`src/rtl/alu_pipe_if.sv`:
```
// Operand-issue / result-consumer bundle for alu_pipe.
// Both channels use valid/ready: a word moves on a rising edge where valid and ready are both high;
// once raised, valid and its payload stay stable until that transfer, and ready may depend combinationally on the far side.
interface alu_pipe_if #(
  parameter int WIDTH = 8,
  parameter int CNT_W = 16
);
  logic             in_valid;
  logic             in_ready;
  logic [2:0]       opcode;
  logic [WIDTH-1:0] a;
  logic [WIDTH-1:0] b;
  logic             out_valid;
  logic             out_ready;
  logic [WIDTH-1:0] out;
  logic             flag_c;
  logic             flag_z;
  logic             flag_n;
  logic             flag_v;
  logic [CNT_W-1:0] res_cnt;

  modport master (
    output in_valid, opcode, a, b, out_ready,
    input  in_ready, out_valid, out, flag_c, flag_z, flag_n, flag_v, res_cnt
  );

  modport slave (
    input  in_valid, opcode, a, b, out_ready,
    output in_ready, out_valid, out, flag_c, flag_z, flag_n, flag_v, res_cnt
  );
endinterface

```
`src/rtl/alu_pipe.sv`:
```
// Two-stage stallable ALU: S1 holds operands, S2 holds result + flags; saturating result counter.
// Optional feature macro: ALU_SAT_EN (plus/minus clamp instead of wrapping).
module alu_pipe #(
  parameter int WIDTH = 8,
  parameter int CNT_W = 16
) (
  input  logic       clk,
  input  logic       rst,
  alu_pipe_if.slave  bus
);

  typedef enum logic [2:0] {
    OP_PLUS = 3'd0,
    OP_MINUS = 3'd1,
    OP_BAND = 3'd2,
    OP_BOR = 3'd3,
    OP_UNEG = 3'd4,
    OP_BXOR = 3'd5,
    OP_SHL = 3'd6,
    OP_SHR = 3'd7
  } op_e;

  logic             s1_v;
  op_e              s1_op;
  logic [WIDTH-1:0] s1_a;
  logic [WIDTH-1:0] s1_b;
  logic             s2_v;
  logic [WIDTH-1:0] s2_out;
  logic             s2_c, s2_z, s2_n, s2_v_flag;
  logic [CNT_W-1:0] cnt;

  logic             s1_adv;
  logic             s2_adv;
  logic [WIDTH:0]   sum;
  logic [WIDTH:0]   dif;
  logic [WIDTH-1:0] res;
  logic             res_c, res_v;

  // An empty stage, or one whose contents move on this edge, can always load.
  assign s2_adv = ~s2_v | bus.out_ready;
  assign s1_adv = ~s1_v | s2_adv;

  always_comb begin
    res   = '0;
    res_c = 1'b0;
    res_v = 1'b0;
    sum   = {1'b0, s1_a} + {1'b0, s1_b};
    dif   = {1'b0, s1_a} - {1'b0, s1_b};
    case (s1_op)
      OP_PLUS: begin
        res   = sum[WIDTH-1:0];
        res_c = sum[WIDTH];
        res_v = (s1_a[WIDTH-1] == s1_b[WIDTH-1]) & (sum[WIDTH-1] != s1_a[WIDTH-1]);
`ifdef ALU_SAT_EN
        if (sum[WIDTH]) begin
          res   = '1;
          res_v = 1'b0;
        end
`endif
      end
      OP_MINUS: begin
        res   = dif[WIDTH-1:0];
        res_c = dif[WIDTH];
        res_v = (s1_a[WIDTH-1] != s1_b[WIDTH-1]) & (dif[WIDTH-1] != s1_a[WIDTH-1]);
`ifdef ALU_SAT_EN
        if (dif[WIDTH]) begin
          res   = '0;
          res_v = 1'b0;
        end
`endif
      end
      OP_BAND: res = s1_a & s1_b;
      OP_BOR:  res = s1_a | s1_b;
      OP_UNEG: res = ~s1_a;
      OP_BXOR: res = s1_a ^ s1_b;
      OP_SHL: begin
        res   = {s1_a[WIDTH-2:0], 1'b0};
        res_c = s1_a[WIDTH-1];
      end
      OP_SHR: begin
        res   = {1'b0, s1_a[WIDTH-1:1]};
        res_c = s1_a[0];
      end
      default: res = '0;
    endcase
  end

  always_ff @(posedge clk or posedge rst) begin
    if (rst) begin
      s1_v      <= 1'b0;
      s1_op     <= OP_PLUS;
      s1_a      <= '0;
      s1_b      <= '0;
      s2_v      <= 1'b0;
      s2_out    <= '0;
      s2_c      <= 1'b0;
      s2_z      <= 1'b0;
      s2_n      <= 1'b0;
      s2_v_flag <= 1'b0;
      cnt       <= '0;
    end else begin
      if (s1_adv) begin
        s1_v <= bus.in_valid;
        if (bus.in_valid) begin
          s1_op <= op_e'(bus.opcode);
          s1_a  <= bus.a;
          s1_b  <= bus.b;
        end
      end
      if (s2_adv) begin
        s2_v <= s1_v;
        if (s1_v) begin
          s2_out    <= res;
          s2_c      <= res_c;
          s2_z      <= (res == '0);
          s2_n      <= res[WIDTH-1];
          s2_v_flag <= res_v;
        end
      end
      if (s2_v & bus.out_ready & ~&cnt) cnt <= cnt + CNT_W'(1);
    end
  end

  assign bus.in_ready  = s1_adv;
  assign bus.out_valid = s2_v;
  assign bus.out       = s2_out;
  assign bus.flag_c    = s2_c;
  assign bus.flag_z    = s2_z;
  assign bus.flag_n    = s2_n;
  assign bus.flag_v    = s2_v_flag;
  assign bus.res_cnt   = cnt;

endmodule

```
`src/flat_wrapper.sv`:
```
// flat-port wrapper written by rule: the top's interface ports become plain ports
module alu_pipe_flat 
#(
  parameter int WIDTH = 8,
  parameter int CNT_W = 16
)
  (clk, rst, bus_in_valid, bus_opcode, bus_a, bus_b, bus_out_ready, bus_in_ready, bus_out_valid, bus_out, bus_flag_c, bus_flag_z, bus_flag_n, bus_flag_v, bus_res_cnt);
  alu_pipe_if #(.WIDTH(WIDTH), .CNT_W(CNT_W)) bus_i ();
  input  logic clk;
  input  logic rst;
  input wire logic [$bits(bus_i.in_valid)-1:0] bus_in_valid;
  input wire logic [$bits(bus_i.opcode)-1:0] bus_opcode;
  input wire logic [$bits(bus_i.a)-1:0] bus_a;
  input wire logic [$bits(bus_i.b)-1:0] bus_b;
  input wire logic [$bits(bus_i.out_ready)-1:0] bus_out_ready;
  output wire logic [$bits(bus_i.in_ready)-1:0] bus_in_ready;
  output wire logic [$bits(bus_i.out_valid)-1:0] bus_out_valid;
  output wire logic [$bits(bus_i.out)-1:0] bus_out;
  output wire logic [$bits(bus_i.flag_c)-1:0] bus_flag_c;
  output wire logic [$bits(bus_i.flag_z)-1:0] bus_flag_z;
  output wire logic [$bits(bus_i.flag_n)-1:0] bus_flag_n;
  output wire logic [$bits(bus_i.flag_v)-1:0] bus_flag_v;
  output wire logic [$bits(bus_i.res_cnt)-1:0] bus_res_cnt;
  assign bus_i.in_valid = bus_in_valid;
  assign bus_i.opcode = bus_opcode;
  assign bus_i.a = bus_a;
  assign bus_i.b = bus_b;
  assign bus_i.out_ready = bus_out_ready;
  assign bus_in_ready = bus_i.in_ready;
  assign bus_out_valid = bus_i.out_valid;
  assign bus_out = bus_i.out;
  assign bus_flag_c = bus_i.flag_c;
  assign bus_flag_z = bus_i.flag_z;
  assign bus_flag_n = bus_i.flag_n;
  assign bus_flag_v = bus_i.flag_v;
  assign bus_res_cnt = bus_i.res_cnt;
  alu_pipe #(.WIDTH(WIDTH), .CNT_W(CNT_W)) u_core (.clk(clk), .rst(rst), .bus(bus_i));
endmodule
```
`config.mk`:
```
export PLATFORM = sky130hd
export DESIGN_NAME = alu_pipe_flat
export DESIGN_NICKNAME = d
export VERILOG_FILES = /design/src/rtl/alu_pipe_if.sv /design/src/rtl/alu_pipe.sv /design/src/flat_wrapper.sv
export SDC_FILE = /design/constraint.sdc
export NUM_CORES = 1
export LEC_CHECK = 0
export CAP_MARGIN = 10
export CORE_MARGIN = 5
export CORE_UTILIZATION = 50
export CTS_CLUSTER_DIAMETER = 200
export DETAILED_ROUTE_END_ITERATION = 12
export GPL_ROUTABILITY_DRIVEN = 0
export PLACE_DENSITY_LB_ADDON = 0.05
export SLEW_MARGIN = 25
export SYNTH_ARGS = -nofsm -noshare
export SYNTH_HDL_FRONTEND = slang
export SYNTH_SLANG_ARGS = --single-unit
```
`constraint.sdc`:
```
create_clock -name clk -period 4.7 [get_ports clk]
set_input_delay 1.175 -clock clk [delete_from_list [all_inputs] [get_ports clk]]
set_output_delay 1.175 -clock clk [all_outputs]
set_load 0.02 [all_outputs]
```
==> impl_metrics.env, run 1 <==
export IMPL_cp_required_ns=3.52
export IMPL_yosysTopAreaCellShare_pct=35.6
export IMPL_die_width_um=92.2
export IMPL_start_kind="primary input"
export IMPL_cts_tree="built"
export IMPL_cts_resized=0
export IMPL_final_area_um2=4030
export IMPL_cts_path_max_buffers=2
export IMPL_finalPower_uw=1680
export IMPL_n_fill_cell=616
export IMPL_critPathMostFrequentCell="clkdlybuf4s50_1"
export IMPL_clock_latency_ns=0.32
export IMPL_setup_violations=0
export IMPL_port_buffers=52
export IMPL_cap_violations=0
export IMPL_synth_area_um2=3380
export IMPL_overflow=0
export IMPL_sequentialPowerShare_pct=35.8
export IMPL_syn_inst=334
export IMPL_core_um2=6680
export IMPL_worstMarginPinSlew_ns=0.899
export IMPL_drc=0
export IMPL_yosys_top_cells_area="dfrtp_1, ha_1, mux2_2"
export IMPL_cpPeakStageDelay_ns=0.61
export IMPL_synth_edf_count=0
export IMPL_synth_flop_cell="dfrtp_1"
export IMPL_top_level_ports=53
export IMPL_hold_buffers=0
export IMPL_fin_crit_sh_pct=76.6
export IMPL_layout_drive_gt1_share_pct=12.9
export IMPL_drtPass1Iterations=4
export IMPL_crit_path_end_kind="output port"
export IMPL_via_per_inst=5.64
export IMPL_clock_skew_ns=0.0155
export IMPL_p_int_uw=1030
export IMPL_cp_cell_sequence="clkdlybuf4s50_1 -> nand3b_1 -> clkdlybuf4s50_1"
export IMPL_power_density_nw_per_um2=417
export IMPL_peakVddDrop_mv=0.276
export IMPL_ys_ff_latch=48
export IMPL_grt_pass1_wl_um=12500
export IMPL_dieArea_um2=8500
export IMPL_crit_family="buffers and inverters"
export IMPL_synth_nets=384
export IMPL_htree_levels=2
export IMPL_dpl_cell_area_um2=3920
export IMPL_ys_warn_count=0
export IMPL_cp_max_fo=3
export IMPL_clkPwrFrac_pct=18.9
export IMPL_antenna_cells=0
export IMPL_synth_seq_area_share_pct=35.6
export IMPL_vias=2589
export IMPL_cts_buffers=5
export IMPL_multi_input_area_um2=1990
export IMPL_rows=30
export IMPL_rsz0062_at_grt="no"
export IMPL_fmax_ghz=0.278
export IMPL_path_class="in2out"
export IMPL_syn2layout_area_growth_pct=19.4
export IMPL_timing_hold_ws_ns=0.492
export IMPL_track_usage_pct=18.1
export IMPL_tns_ns=0
export IMPL_yosys_area_top_type="dfrtp_1"
export IMPL_dieHeight_um=92.2
export IMPL_setup_slack_ns=1.10
export IMPL_drv_slew=0
export IMPL_finalCriticalPeriod_ns=3.60
export IMPL_leakagePower_uw=0.00177
export IMPL_cts_sinks=48
export IMPL_ys_types=63
export IMPL_grt_max_degree=49
export IMPL_regArea_um2=1200
export IMPL_power_frac_comb_pct=45.3
export IMPL_crit_buf_inv=2
export IMPL_hold_viol=0
export IMPL_synth_async_sr_flop_share_pct=100
export IMPL_antenna_found_initial=0
export IMPL_initial_core_util_pct=50.6
export IMPL_power_switching_uw=650
export IMPL_postCtsSetupBuffers=0
export IMPL_ant_nets=0
export IMPL_drt_iter0_drc=103
export IMPL_place_ws_ns=1.10
export IMPL_grt_pass1_vias=2577
export IMPL_status="completed"
export IMPL_nNetsFinal=428
export IMPL_avgSynthCellArea_um2=10.1
export IMPL_swShare_pct=38.7
export IMPL_drt_total_wl_um=7290
export IMPL_routedWlPerCell_um=15.9
export IMPL_clk_pin_slew_ns=0.10
export IMPL_hold_class="reg2reg"
export IMPL_cts_root_buf="clkbuf_8"
export IMPL_worstPathArrival_ns=2.43
export IMPL_dpl_hpwl_um=5410
export IMPL_cp_slowest_cell="clkdlybuf4s50_1"
export IMPL_relSlewSlack_pct=40.1
## layout make-up
| class | instances | share of cell area, % |
|---|---|---|
| Multi-Input combinational cell | 243 | 49.3 |
| Sequential cell | 48 | 29.8 |
| Timing Repair Buffer | 53 | 13.1 |
| Inverter | 27 | 2.54 |
| Tap cell | 80 | 2.48 |
| Clock buffer | 5 | 1.71 |
| Clock inverter | 3 | 1.15 |
## worst min-delay path, cell delays in order (launching register included)
cell and delay [ns]:
dfrtp_1 0.36, nand2_1 0.05, nand2_1 0.06
## path summary, 6_finish.rpt
path | to | slack [ns] | from | depth (start not counted)
worst max-delay path | bus_in_ready | 1.10 | bus_out_ready | 3
worst min-delay path | u_core.bus.out[2]$_DFFE_PP0P_ | 0.49 | u_core.bus.out[2]$_DFFE_PP0P_ | 2
worst max register to register | u_core.bus.flag_z$_DFFE_PP0P_ | 1.77 | u_core.s1_a[0]$_DFFE_PP0P_ | 9
worst min register to register | u_core.bus.out[2]$_DFFE_PP0P_ | 0.49 | u_core.bus.out[2]$_DFFE_PP0P_ | 2
max in group asynchronous | u_core.bus.flag_n$_DFFE_PP0P_ | 2.87 | rst | 2
min in group asynchronous | u_core.bus.out[1]$_DFFE_PP0P_ | 1.32 | rst | 2
## cell usage in the layout, fill, tap and decap left out, types with 7 or more instances in the layout
master and instances:
clkdlybuf4s50_1 52, nand2_1 26, mux2i_1 7, a21oi_1 10, nor2_1 15, o21ai_0 10, mux2_2 26, nand3_1 11
dfrtp_1 48, inv_1 25, nand2b_1 10, ha_1 25, and3_1 7, xnor2_1 15
## power by group through the flow
stage	clock [µW]	sequential (µW)	combinational [µW]
after CTS	329	604	766
after detailed placement	0	611	762
final	317	602	761
after global placement	0	609	754
after global routing	346	624	833
after floorplan	0	648	477
## layer usage
layer	part of all wire (%)	vias to the layer above	GRT usage, %
met5	0	-	0
met4	1.7	0	6.68
met3	4.1	13	2.63
met2	46	51	29.2
met1	48	1247	24.8
li1	-	1278	-
## Yosys cell counts (5+ instances only)
cell      instances
a21o_1            5
a21oi_1          10
and3_1            7
buf_2             5
clkbuf_1          6
dfrtp_1          48
ha_1             25
inv_1            26
mux2_2           26
mux2i_1           7
nand2_1          26
nand2b_1         10
nand3_1          11
nand4_1           5
nor2_1           15
nor3_1            5
o21ai_0          10
xnor2_1          15
## cell families after synthesis
family / after synthesis / synth area share, %
buffers and inverters: 43 / 5.63
AO/OA/AOI/OAI: 64 / 14.7
multiplexers: 38 / 14.2
XOR/XNOR: 18 / 4.67
flip-flops: 48 / 35.6
AND/OR/NAND/NOR: 96 / 14.8
adder cells (fa/ha/maj): 27 / 10.4
## stage by stage
stage	utilization (%)	instances
after floorplan	-	334
after global placement	58.6	451
after detailed placement	58.6	451
after CTS	60.4	459
after global routing	60.4	459
final	60.4	459
## registers in the layout, summed over array words and instances, names as in the netlist
name and cells:
u_core.bus.out 7, u_core.s1_a 8, u_core.s1_v 1, u_core.bus.flag_v 1, u_core.bus.flag_z 1, u_core.bus.flag_n 1, u_core.s1_op 3, u_core.bus.out_valid 1
u_core.bus.res_cnt 16, u_core.s1_b 8, u_core.bus.flag_c 1
No activity file was read; power rests on OpenSTA's default activity.
==> run 2, diff against run 1 <==
Settings changed: CORE_UTILIZATION 50 to 49.
Clock period 4.7 ns to 3 ns, I/O delays scaled along.
==> run 2 against run 1 <==
  * Utilization is 0.37 points higher
  * Clock power is 61% higher
  * Clock-buffer cell count is 1 higher
  * Flip-flop and latch count stayed put
  * Global-route usage is 0.49 points higher
  * Sequential power is 53% higher
  * First-iteration DRC count is 0.97% lower
  * Register-to-register slack worse by 1.6 ns
  * Design area is 1.7% higher
  * Worst setup slack worse by 0.89 ns
  * Critical endpoint is now u_core.bus.flag_z$_DFFE_PP0P_
==> impl_metrics.env, run 2 (same netlist as run 1, synthesis figures left out) <==
export IMPL_status="completed"
export IMPL_worstPathArrival_ns=3.01
export IMPL_swShare_pct=38.4
export IMPL_cts_resized=0
export IMPL_crit_path_end_kind="flip-flop"
export IMPL_rsz0062_at_grt="no"
export IMPL_cp_max_fo=6
export IMPL_hold_viol=0
export IMPL_drt_total_wl_um=7630
export IMPL_sequentialPowerShare_pct=34.3
export IMPL_clock_latency_ns=0.32
export IMPL_cp_slowest_cell="fa_1"
export IMPL_path_class="reg2reg"
export IMPL_drv_slew=0
export IMPL_die_width_um=93.0
export IMPL_grt_pass1_wl_um=12800
export IMPL_fin_crit_sh_pct=93.2
export IMPL_tns_ns=0
export IMPL_htree_levels=2
export IMPL_top_level_ports=53
export IMPL_cts_tree="built"
export IMPL_relSlewSlack_pct=49.4
export IMPL_layout_cells_most_common="clkdlybuf4s50_1"
export IMPL_via_per_inst=5.68
export IMPL_vias=2647
export IMPL_finalCriticalPeriod_ns=2.80
export IMPL_grt_max_degree=36
export IMPL_reg2reg_from="u_core.s1_a[0]$_DFFE_PP0P_"
export IMPL_clock_skew_ns=0.00694
export IMPL_min_delay_start="u_core.bus.out[2]$_DFFE_PP0P_"
export IMPL_cp_required_ns=3.22
export IMPL_port_buffers=52
export IMPL_p_int_uw=1650
export IMPL_dieHeight_um=93.0
export IMPL_postCtsSetupBuffers=0
export IMPL_power_frac_comb_pct=46.7
export IMPL_drc=0
export IMPL_grt_pass1_vias=2616
export IMPL_cts_path_max_buffers=2
export IMPL_final_area_um2=4100
export IMPL_cap_violations=0
export IMPL_cts_buffers=5
export IMPL_layout_drive_gt1_share_pct=15.3
export IMPL_fmax_ghz=0.358
export IMPL_largest_register_ff_count=16
export IMPL_setup_violations=0
export IMPL_cpPeakStageDelay_ns=0.49
export IMPL_syn2layout_area_growth_pct=21.5
export IMPL_cp_cell_sequence="inv_1 -> ha_1 -> fa_1 -> inv_1 -> mux4_2 -> mux2_2 -> nor4_2 -> o2111ai_2 -> o41ai_2"
export IMPL_ant_nets=0
export IMPL_dieArea_um2=8650
export IMPL_worstMarginPinSlew_ns=0.758
export IMPL_cts_sinks=48
export IMPL_cp_startpoint="u_core.s1_a[0]$_DFFE_PP0P_"
export IMPL_peakVddDrop_mv=0.411
export IMPL_drtPass1Iterations=4
export IMPL_routedWlPerCell_um=16.4
export IMPL_clkPwrFrac_pct=19.0
export IMPL_critPathMostFrequentCell="inv_1"
export IMPL_drt_iter0_drc=102
export IMPL_antenna_cells=0
export IMPL_power_density_nw_per_um2=654
export IMPL_clk_pin_slew_ns=0.09
export IMPL_track_usage_pct=18.6
export IMPL_rows=30
export IMPL_n_fill_cell=609
export IMPL_hold_buffers=0
export IMPL_initial_core_util_pct=50.0
export IMPL_core_um2=6760
export IMPL_cts_root_buf="clkbuf_8"
export IMPL_power_switching_uw=1030
export IMPL_dpl_cell_area_um2=3970
export IMPL_start_kind="flip-flop"
export IMPL_antenna_found_initial=0
export IMPL_hold_class="reg2reg"
export IMPL_leakagePower_uw=0.00181
export IMPL_dpl_hpwl_um=5750
export IMPL_nNetsFinal=435
export IMPL_overflow=0
export IMPL_layout_common_cells="clkdlybuf4s50_1, dfrtp_1, nand2_1, mux2_2"
==> run 2: cell count changes in the layout (fill, tap and decap cells not counted) <==
cell | before | now
clkinv_2 | 1 | 0
inv_2 | 1 | 2
inv_6 | 1 | 0
a211oi_2 | 0 | 1
dfrtp_2 | 0 | 1
clkbuf_8 | 5 | 6
buf_4 | 1 | 8
o2111ai_2 | 0 | 1
o2111ai_1 | 1 | 0
clkinv_4 | 0 | 1
a211oi_1 | 3 | 2
dfrtp_1 | 48 | 47
clkinvlp_4 | 1 | 0
==> run 2: power by group through the flow <==
stage | sequential (µW) | clock, µW | combinational [µW]
final | 920 | 511 | 1250
after global routing | 949 | 551 | 1360
after CTS | 921 | 527 | 1250
after detailed placement | 933 | 0 | 1240
after global placement | 934 | 0 | 1230
after floorplan | 1020 | 0 | 748
==> run 2: routing by layer <==
layer / part of all wire, % / vias to the layer above / global-route usage (%)
met1: 45 / 1269 / 24.1
met3: 4.8 / 11 / 3.94
met2: 48 / 66 / 30.8
met5: 0 / - / 0
li1: - / 1301 / -
met4: 1.6 / 0 / 6.84
==> run 2: worst paths after layout <==
kind	to	slack [ns]	cells after the start
min reg2reg	u_core.bus.out[2]$_DFFE_PP0P_	0.49	2
max	u_core.bus.flag_z$_DFFE_PP0P_	0.20	9
min	u_core.bus.out[2]$_DFFE_PP0P_	0.49	2
max in group asynchronous	u_core.bus.res_cnt[11]$_DFFE_PP0P_	1.51	3
min in group asynchronous	u_core.s1_b[2]$_DFFE_PP0P_	0.88	2
max reg2reg	u_core.bus.flag_z$_DFFE_PP0P_	0.20	9
==> run 2: cell type report <==
class	count	area, µm²	area share (%)
multi-input cells	243	2000	48.7
flip-flops and latches	48	1200	29.3
repair buffers	60	581	14.1
inverters	27	101	2.47
well taps	80	100	2.44
clock buffers	6	82.6	2.01
clock inverters	2	38.8	0.945
==> run 2: worst max-delay path: cells and delay by family, from the launching register on <==
kind	cells	cell delay, ns
muxes	2	0.72
adders and majority gates	2	0.71
AOI/OAI and AO/OA	2	0.51
DFF	1	0.41
and+or+nand+nor	1	0.24
buffers and inverters	2	0.10
==> run 2: metrics by stage <==
stage | util [%] | cells | hold slack (ns) | setup WS [ns] | total power, µW
global route | 60.7 | 466 | 0.515 | 0.0184 | 2860
detailed placement | 58.8 | 458 | 0.466 | 0.175 | 2170
CTS | 60.6 | 466 | 0.489 | 0.135 | 2700
global placement | 58.8 | 458 | 0.464 | 0.214 | 2160
finish | 60.7 | 466 | 0.488 | 0.204 | 2690
floorplan | - | 334 | 0.471 | 0.392 | 1760
==> run 3, diff against run 2 <==
Settings changed: CTS_CLUSTER_DIAMETER 200 to 100.
==> results of run 3 <==
Same layout as run 2: the final DEF is identical, and so are final timing and power.
